$ cat src/rtl/lpf_integrate_dump.sv
// Multi-channel integrate-and-dump low-pass filter: power-of-two windows,
// round-half-up averaging, output clamping and symbol-sync realignment.
module lpf_integrate_dump #(
    parameter int NUM_CH       = 2,
    parameter int DATA_WIDTH   = 18,
    parameter int LOG2_MAX_LEN = 6,
    parameter int OUT_WIDTH    = 18
) (
    input  logic                                 clk,
    input  logic                                 rst,
    input  logic                                 in_valid,
    input  logic signed [DATA_WIDTH-1:0]         in_data [0:NUM_CH-1],
    input  logic [$clog2(LOG2_MAX_LEN+1)-1:0]    len_log2,
    input  logic                                 sync,
    output logic                                 out_valid,
    output logic signed [OUT_WIDTH-1:0]          out_data [0:NUM_CH-1],
    output logic [NUM_CH-1:0]                    out_sat
);

    localparam int LW    = $clog2(LOG2_MAX_LEN + 1);
    localparam int ACC_W = DATA_WIDTH + LOG2_MAX_LEN;
    localparam int CNT_W = LOG2_MAX_LEN;

    localparam logic signed [ACC_W:0] MAXV =
        {{(ACC_W + 2 - OUT_WIDTH){1'b0}}, {(OUT_WIDTH - 1){1'b1}}};
    localparam logic signed [ACC_W:0] MINV =
        {{(ACC_W + 2 - OUT_WIDTH){1'b1}}, {(OUT_WIDTH - 1){1'b0}}};

    typedef enum logic {EMPTY, FILL} state_t;

    state_t                   r_state, w_state_nxt;
    logic [CNT_W-1:0]         r_cnt, w_cnt_nxt, w_cnt_eff, w_last_idx;
    logic [LW-1:0]            r_nl, w_nl, w_nl_nxt;
    logic signed [ACC_W-1:0]  r_acc     [0:NUM_CH-1];
    logic signed [ACC_W-1:0]  w_acc_nxt [0:NUM_CH-1];
    logic signed [ACC_W-1:0]  w_sum     [0:NUM_CH-1];
    logic signed [ACC_W:0]    w_rnd     [0:NUM_CH-1];
    logic signed [OUT_WIDTH-1:0] w_res  [0:NUM_CH-1];
    logic [NUM_CH-1:0]        w_sat;
    logic [ACC_W:0]           w_half;
    logic                     w_start;
    logic                     w_dump;

    always_comb begin
        // sync collapses the partial window first, so this cycle's sample
        // is treated exactly as if the block were EMPTY.
        w_start    = sync || (r_state == EMPTY);
        w_nl       = r_nl;
        if (w_start) begin
            w_nl = (len_log2 > LW'(LOG2_MAX_LEN)) ? LW'(LOG2_MAX_LEN) : len_log2;
        end
        w_cnt_eff  = w_start ? '0 : r_cnt;
        w_last_idx = {CNT_W{1'b1}} >> (CNT_W - int'(w_nl));
        w_dump     = in_valid && (w_cnt_eff == w_last_idx);
        w_half     = ({{ACC_W{1'b0}}, 1'b1} << w_nl) >> 1;

        for (int unsigned ch = 0; ch < NUM_CH; ch++) begin
            w_sum[ch] = (w_start ? '0 : r_acc[ch]) + ACC_W'(in_data[ch]);
            w_rnd[ch] = ((ACC_W + 1)'(w_sum[ch]) + $signed(w_half)) >>> w_nl;
            w_sat[ch] = 1'b0;
            if (w_rnd[ch] > MAXV) begin
                w_res[ch] = MAXV[OUT_WIDTH-1:0];
                w_sat[ch] = 1'b1;
            end else if (w_rnd[ch] < MINV) begin
                w_res[ch] = MINV[OUT_WIDTH-1:0];
                w_sat[ch] = 1'b1;
            end else begin
                w_res[ch] = w_rnd[ch][OUT_WIDTH-1:0];
            end
        end

        w_state_nxt = r_state;
        w_cnt_nxt   = r_cnt;
        w_nl_nxt    = r_nl;
        w_acc_nxt   = r_acc;
        if (in_valid) begin
            w_nl_nxt = w_nl;
            if (w_dump) begin
                w_state_nxt = EMPTY;
                w_cnt_nxt   = '0;
                for (int unsigned ch = 0; ch < NUM_CH; ch++) w_acc_nxt[ch] = '0;
            end else begin
                w_state_nxt = FILL;
                w_cnt_nxt   = w_cnt_eff + 1'b1;
                w_acc_nxt   = w_sum;
            end
        end else if (sync) begin
            w_state_nxt = EMPTY;
            w_cnt_nxt   = '0;
            for (int unsigned ch = 0; ch < NUM_CH; ch++) w_acc_nxt[ch] = '0;
        end
    end

    always_ff @(posedge clk or negedge rst) begin
        if (!rst) begin
            r_state   <= EMPTY;
            r_cnt     <= '0;
            r_nl      <= '0;
            out_valid <= 1'b0;
            out_sat   <= '0;
            for (int unsigned ch = 0; ch < NUM_CH; ch++) begin
                r_acc[ch]    <= '0;
                out_data[ch] <= '0;
            end
        end else begin
            r_state   <= w_state_nxt;
            r_cnt     <= w_cnt_nxt;
            r_nl      <= w_nl_nxt;
            r_acc     <= w_acc_nxt;
            out_valid <= w_dump;
            if (w_dump) begin
                out_data <= w_res;
                out_sat  <= w_sat;
            end
        end
    end

endmodule

$ cat config.mk
export PLATFORM = sky130hd
export DESIGN_NAME = lpf_integrate_dump
export DESIGN_NICKNAME = d
export VERILOG_FILES = /design/src/rtl/lpf_integrate_dump.sv
export SDC_FILE = /design/constraint.sdc
export NUM_CORES = 1
export LEC_CHECK = 0
export CORE_MARGIN = 2
export CORE_UTILIZATION = 30
export DETAILED_ROUTE_END_ITERATION = 10
export GPL_ROUTABILITY_DRIVEN = 0
export PLACE_DENSITY_LB_ADDON = 0.3
export SLEW_MARGIN = 15
export SYNTH_ARGS = -nofsm -noshare
export SYNTH_HDL_FRONTEND = slang
export SYNTH_SLANG_ARGS = --single-unit
$ cat constraint.sdc
create_clock -name clk -period 6.4 [get_ports clk]
set_clock_uncertainty 0.2 [all_clocks]
set_input_delay 1.28 -clock clk [delete_from_list [all_inputs] [get_ports clk]]
set_output_delay 1.28 -clock clk [all_outputs]
set_load 0.03 [all_outputs]
==> impl_results.md, run 1 <==
* Status: finished clean
* Startpoint type of the worst setup path: input port
* Worst-Skew Late Latency at 0.38 ns
* Footprint of the multi-input gates at 8541 µm²
* Routed Antenna Nets at 0
* Net Sw Power at 1.886 mW
* Share of cells above drive strength 1 at 24.66%
* Area of the core at 37310 µm²
* Post-route design area at 15150 µm²
* Final net count at 1872
* IO Pins at 82
* RR Startpoint: r_state
* Most common cell after layout, fill and taps aside: buf_4
* Die W at 197.9 µm
* CP max-delay cell: clkdlybuf4s50_1
* Post-Syn Area at 11280 µm²
* Total die area at 39160 µm²
* Mapped Nets at 1574
* Area after DPL at 14660 µm²
* Initial antenna violation count at 0
* Flop pwr share at 21.8%
* Post-Syn Instances at 1461
* Grt total ovfl at 0
* CTS tree: yes
* Gr usage total at 19.78%
* Clock-pin transition on the worst setup and hold timing paths at 0.08 ns
* Sink Count at 97
* Dpl cells at 2212
* Period minus WS final at 6.017 ns
* Die H at 197.9 µm
* Largest net degree at the start of global routing at 71
* Crit Path Class: in2reg
* Crit path DAT at 6.07 ns
* Vias in the first global route at 12220
* Yosys reg bits at 97
* Clk root buf: clkbuf_16
* HP Class: reg2reg
* Internal power at 2.248 mW
* Cell Pwr Density at 272.8 nW/µm²
* Max-slew violation count at 0
* Register Area at 2427 µm²
* Tot Pwr at 4.134 mW
* WL final at 38.30 mm
* # setup viols final at 0
* Crit-path max cell delay at 0.45 ns
* EDFF count, synth at 0
* Ys async rst share at 100.0%
* Hold_buf cts at 0
* Hold Path Sink: r_acc[12]
* DR vias at 12230
* Worst IR Drop VDD at 0.0001161 V
* Clock power frac at 14.2%
* Final period util at 94.02%
* WP data required at 6.46 ns
* Htree depth at 3
* Starting Density at 30.22%
* Max-cap violations at 0
* Yosys cell types at 103
* P&R area growth vs syn at 34.36%
* Crit end category: register
* Post-route insts no fill at 2238
* Commonest cells after routing, fill and taps aside: buf_4 (298), nand2_1 (150), nor2_1 (150), dfrtp_1 (97), a21oi_1 (95)
* Drc violations at 0
* Clk buf depth at 2
* Drt wl/cell at 17.11 µm
* Fillers at 3811
* Iteration-0 DRC count of the detailed router at 779
* Port Buffers at 81
* Cell leakage power at 6.698 nW
* Worst-margin pin slew at 0.9493 ns
* Crit path max-delay family: compound AO/OA/AOI/OAI gates
* FF-to-FF End: out_data[2]
* RSZ-0062 raised after global routing: no
* Synth Area per Inst at 7.719 µm²
* Hold Path Depth at 2
* Antenna diodes at 0
* CTS Buf Count at 9
* Combinational power share at 63.9%
* Global-route wire length before repair at 62.29 mm
* Crit path buffers/inverters at 8
* R2R Setup Slk at 1.05 ns
* Max-slew headroom at 35.71%
* Ys flop type: dfrtp_1
* Post-synthesis sequential area ratio at 21.52%
* Via density at 5.466
* Switch share at 45.62%
* Worst Reg-to-Reg Cells at 25
* Endpoints failing hold at 0
* Most frequent CP cell: buf_4
* Critical path peak fanout at 17
* DRT Pass-1 Iters at 6
* Final HPWL DP at 29.54 mm
* Syn. warnings at 0
* Origin of the worst min-delay path: r_acc[12]
* Rows at 71
* FMAX at 166.2 MHz
==> stage by stage <==
| stage | setup slack [ns] | hold WS [ns] | utilization [%] | TNS [ns] |
|---|---|---|---|---|
| global placement | -0.2747 | 0.2576 | 39.28 | -8.575 |
| CTS | 0.01544 | 0.2815 | 40.07 | 0 |
| global route | 0.001306 | 0.3130 | 40.61 | 0 |
| floorplan | 0.003599 | 0.2418 | - | 0 |
| finish | 0.3826 | 0.2774 | 40.61 | 0 |
| detailed placement | -0.3624 | 0.2640 | 39.28 | -10.35 |
==> routing by layer <==
metal / routed length (µm) / GRT usage (%)
met1: 16480 / 23.81
met2: 19740 / 36.79
met3: 1099 / 1.891
met4: 983 / 6.377
met5: 0 / 0
==> kinds of logic (layout without fill, tap and decap cells) <==
family / after synthesis / in the layout / synth area share, %
XOR/XNOR: 63 / 63 / 4.893
multiplexers: 43 / 43 / 3.917
AND/OR/NAND/NOR: 584 / 584 / 26.45
buffers and inverters: 125 / 428 / 5.192
flip-flops: 97 / 97 / 21.52
AO/OA/AOI/OAI: 479 / 479 / 29.99
adder cells (fa/ha/maj): 70 / 70 / 8.033
==> power groups by stage <==
stage	Combinational (mW)	Sequential [mW]	Clock (mW)
global route	2.89	0.926	0.622
floorplan	1.41	1.09	0
CTS	2.62	0.906	0.600
detailed placement	2.61	0.917	0
global placement	2.58	0.916	0
finish	2.64	0.903	0.587
==> state kept, by name, summed over array words and instances (netlist names) <==
| signal | count |
|---|---|
| r_nl | 3 |
| out_valid | 1 |
| r_acc | 48 |
| r_cnt | 6 |
| r_state | 1 |
| out_sat | 2 |
| out_data | 36 |
==> cells in the mapped netlist (24+ instances only) <==
cell type / n / share of area, %
nand3_1: 34 / 1.5
a21oi_1: 97 / 4.3
o21ai_0: 93 / 4.1
and2_1: 72 / 4.0
nand2_1: 151 / 5.0
nor2_1: 152 / 5.1
a21o_1: 24 / 1.6
ha_1: 66 / 7.3
mux2i_1: 34 / 3.0
nor3_1: 39 / 1.7
dfrtp_1: 97 / 22
xnor2_1: 43 / 3.3
clkbuf_1: 54 / 1.8
a22o_1: 27 / 2.1
==> final cells by class <==
type,count,share of cell area [%]
Multi-Input combinational cell,1239,56.37
Timing Repair Buffer,387,21.11
Sequential cell,97,16.02
Tap cell,474,3.914
Clock buffer,9,1.486
Inverter,25,0.6358
Clock inverter,7,0.4707
==> worst reg2reg max path: stages (launching register included) <==
cell and delay, ns:
dfrtp_1 0.39, nor2b_4 0.15, buf_6 0.13, buf_8 0.14
and2_1 0.16, ha_1 0.36, buf_4 0.15, nand4_1 0.14
nand2_2 0.14, xor2_2 0.21, ha_2 0.24, nor3_1 0.05
o21ai_0 0.08, a31oi_1 0.13, nor4_1 0.38, buf_4 0.18
nand4_1 0.15, buf_6 0.19, nor4_4 0.29, xor2_1 0.25
nor2_1 0.10, o31a_1 0.30, a31o_1 0.22, and3_1 0.19
buf_12 0.16, o22ai_1 0.17
==> worst max path at each step <==
stage              endpoint         from  cells past startpoint
6_report        out_data[2]  len_log2[0]                     27
5_1_grt          out_sat[0]  len_log2[0]                     25
4_1_cts        out_data[18]         sync                     23
3_5_place_dp   out_data[18]         sync                     23
3_3_place_gp   out_data[18]         sync                     23
2_1_floorplan   out_data[8]         sync                     28
==> repair_timing <==
action	4_1_cts	5_1_grt
gates resized for setup	0	28
setup buffers	0	10
endpoints found under the setup margin	0	37
No activity file was read; power rests on OpenSTA's default activity.
==> run 2, diff against run 1 <==
Clock period 6.4 ns to 6.7 ns, I/O delays scaled along.
==> impl_results.md, run 2 (synthesis results as in run 1) <==
* Utilization after layout at 39.95%
* Die W at 197.9 µm
* P&R area growth vs syn at 32.18%
* Antenna diodes at 0
* Met3 WL at 1.487 mm
* RSZ-0062 raised after global routing: no
* Startpoint type of the worst setup path: input port
* Vias in the first global route at 11910
* Crit path DAT at 6.28 ns
* Hold_buf cts at 0
* Area of the core at 37310 µm²
* Final net count at 1862
* Highest routed layer: met4
* Final HPWL DP at 29.63 mm
* Die H at 197.9 µm
* DRT Pass-1 Iters at 4
* # setup viols final at 0
* Critical path peak fanout at 7
* Max-slew violation count at 0
* Final period util at 93.10%
* Routed Antenna Nets at 0
* Worst IR Drop VDD at 0.0001215 V
* Most common cell after layout, fill and taps aside: buf_4
* CTS tree: yes
* Period minus WS final at 6.237 ns
* Grt total ovfl at 0
* Port Buffers at 81
* Fin Hold WS at 0.2744 ns
* Rows at 71
* Clock-pin transition on the worst setup and hold timing paths at 0.08 ns
* Top reg by flops: r_acc
* Iteration-0 DRC count of the detailed router at 736
* Htree depth at 3
* Crit end category: register
* Max-cap violations at 0
* CTS Buf Count at 9
* Clk root buf: clkbuf_16
* Max-slew headroom at 46.45%
* Share of cells above drive strength 1 at 22.75%
* Via density at 5.457
* Crit Path Class: in2reg
* Cell leakage power at 6.619 nW
* Total die area at 39160 µm²
* Initial antenna violation count at 0
* Max reg flops at 48
* Cell Pwr Density at 262.9 nW/µm²
* Commonest cells after routing, fill and taps aside: buf_4 (292), nand2_1 (151), nor2_1 (150), a21oi_1 (97), dfrtp_1 (97)
* Starting Density at 30.22%
* Total length of routed met2 wires at 19.11 mm
* Met1 wire length at 16.81 mm
* WP data required at 6.74 ns
* IO Pins at 82
* FMAX at 160.3 MHz
* Clk buf depth at 2
* Status: finished clean
* Worst-Skew Late Latency at 0.37 ns
* Endpoints failing hold at 0
* WL final at 38.30 mm
* Largest net degree at the start of global routing at 72
* Worst-margin pin slew at 0.7907 ns
* Global-route wire length before repair at 61.71 mm
* Drc violations at 0
* Gr usage total at 19.60%
* HP Class: reg2reg
* Drt wl/cell at 17.19 µm
* Sink Count at 97
* Top Registers: r_acc: 48 flops, out_data: 36 flops, r_cnt: 6 flops
* DR vias at 12160
run 2: changes by cell type in the layout (fill, tap and decap cells not counted), sizes merged:
cell | previous run | this run
clkinvlp | 2 | 1
clkinv | 4 | 5
inv | 26 | 25
bufinv | 0 | 1
buf | 307 | 297
run 2: what timing repair did:
action,CTS,global route
pin swaps,0,2
resized for setup,1,12
buffers inserted,0,1
gates cloned,0,0
endpoints found under the hold margin,0,0
endpoints found under the setup margin,7,37
run 2: power breakdown:
part	total, mW	internal [mW]	switching [mW]
Combinational	2.49	1.11	1.38
Clock	0.568	0.294	0.274
Sequential	0.859	0.754	0.105
Total	3.92	2.16	1.76
run 2: layer usage:
metal	vias up	track usage (%)
met1	5826	24.13
li1	6017	-
met4	0	5.709
met5	-	0
met3	50	2.589
met2	266	35.49
run 2: worst paths after layout:
check | slack [ns] | endpoint | from | depth (start not counted)
max | 0.46 | out_data[20] | sync | 23
min | 0.27 | r_acc[7] | r_acc[7] | 2
max reg2reg | 1.23 | out_data[20] | r_state | 22
min reg2reg | 0.27 | r_acc[7] | r_acc[7] | 2
max in group asynchronous | 4.27 | r_acc[11] | rst | 2
min in group asynchronous | 0.76 | r_acc[15] | rst | 1
run 2: final cells by class:
| type | instances | area, µm² |
|---|---|---|
| sequential | 97 | 2427 |
| inverter | 25 | 95.09 |
| clock buffer | 9 | 225.2 |
| clock inverter | 7 | 76.32 |
| timing repair buffer | 377 | 3087 |
| multi-input combinational | 1239 | 8402 |
| tap | 474 | 593.1 |
| fill | 3846 | 22410 |
run 2: worst max-delay path, stage by stage:
cell and delay (ns):
dlymetal6s2s_1 0.22, nor2b_4 0.10, buf_4 0.17, and2_1 0.19, fa_1 0.43, a21o_1 0.24
a221oi_4 0.29, xnor2_1 0.14, ha_1 0.31, o21ai_0 0.08, nand2b_1 0.09, o21a_1 0.12
o31ai_1 0.08, or2_2 0.30, or4_1 0.53, buf_4 0.19, nor3_2 0.16, xnor2_1 0.09
a221o_1 0.33, or2_1 0.23, o2111a_1 0.17, or2_1 0.32, o2bb2ai_1 0.17
run 2: stage by stage:
step	setup slack, ns	area [µm²]	std cells	TNS, ns	power (mW)
6_report	0.4625	14910	2228	0	3.919
5_1_grt	0.1557	14910	2228	0	4.203
4_1_cts	0.04423	14840	2227	0	3.925
3_5_place_dp	-0.4069	14540	2211	-9.876	3.344
3_3_place_gp	-0.3245	14540	2211	-7.365	3.316
2_1_floorplan	0.02003	11380	1461	0	2.359
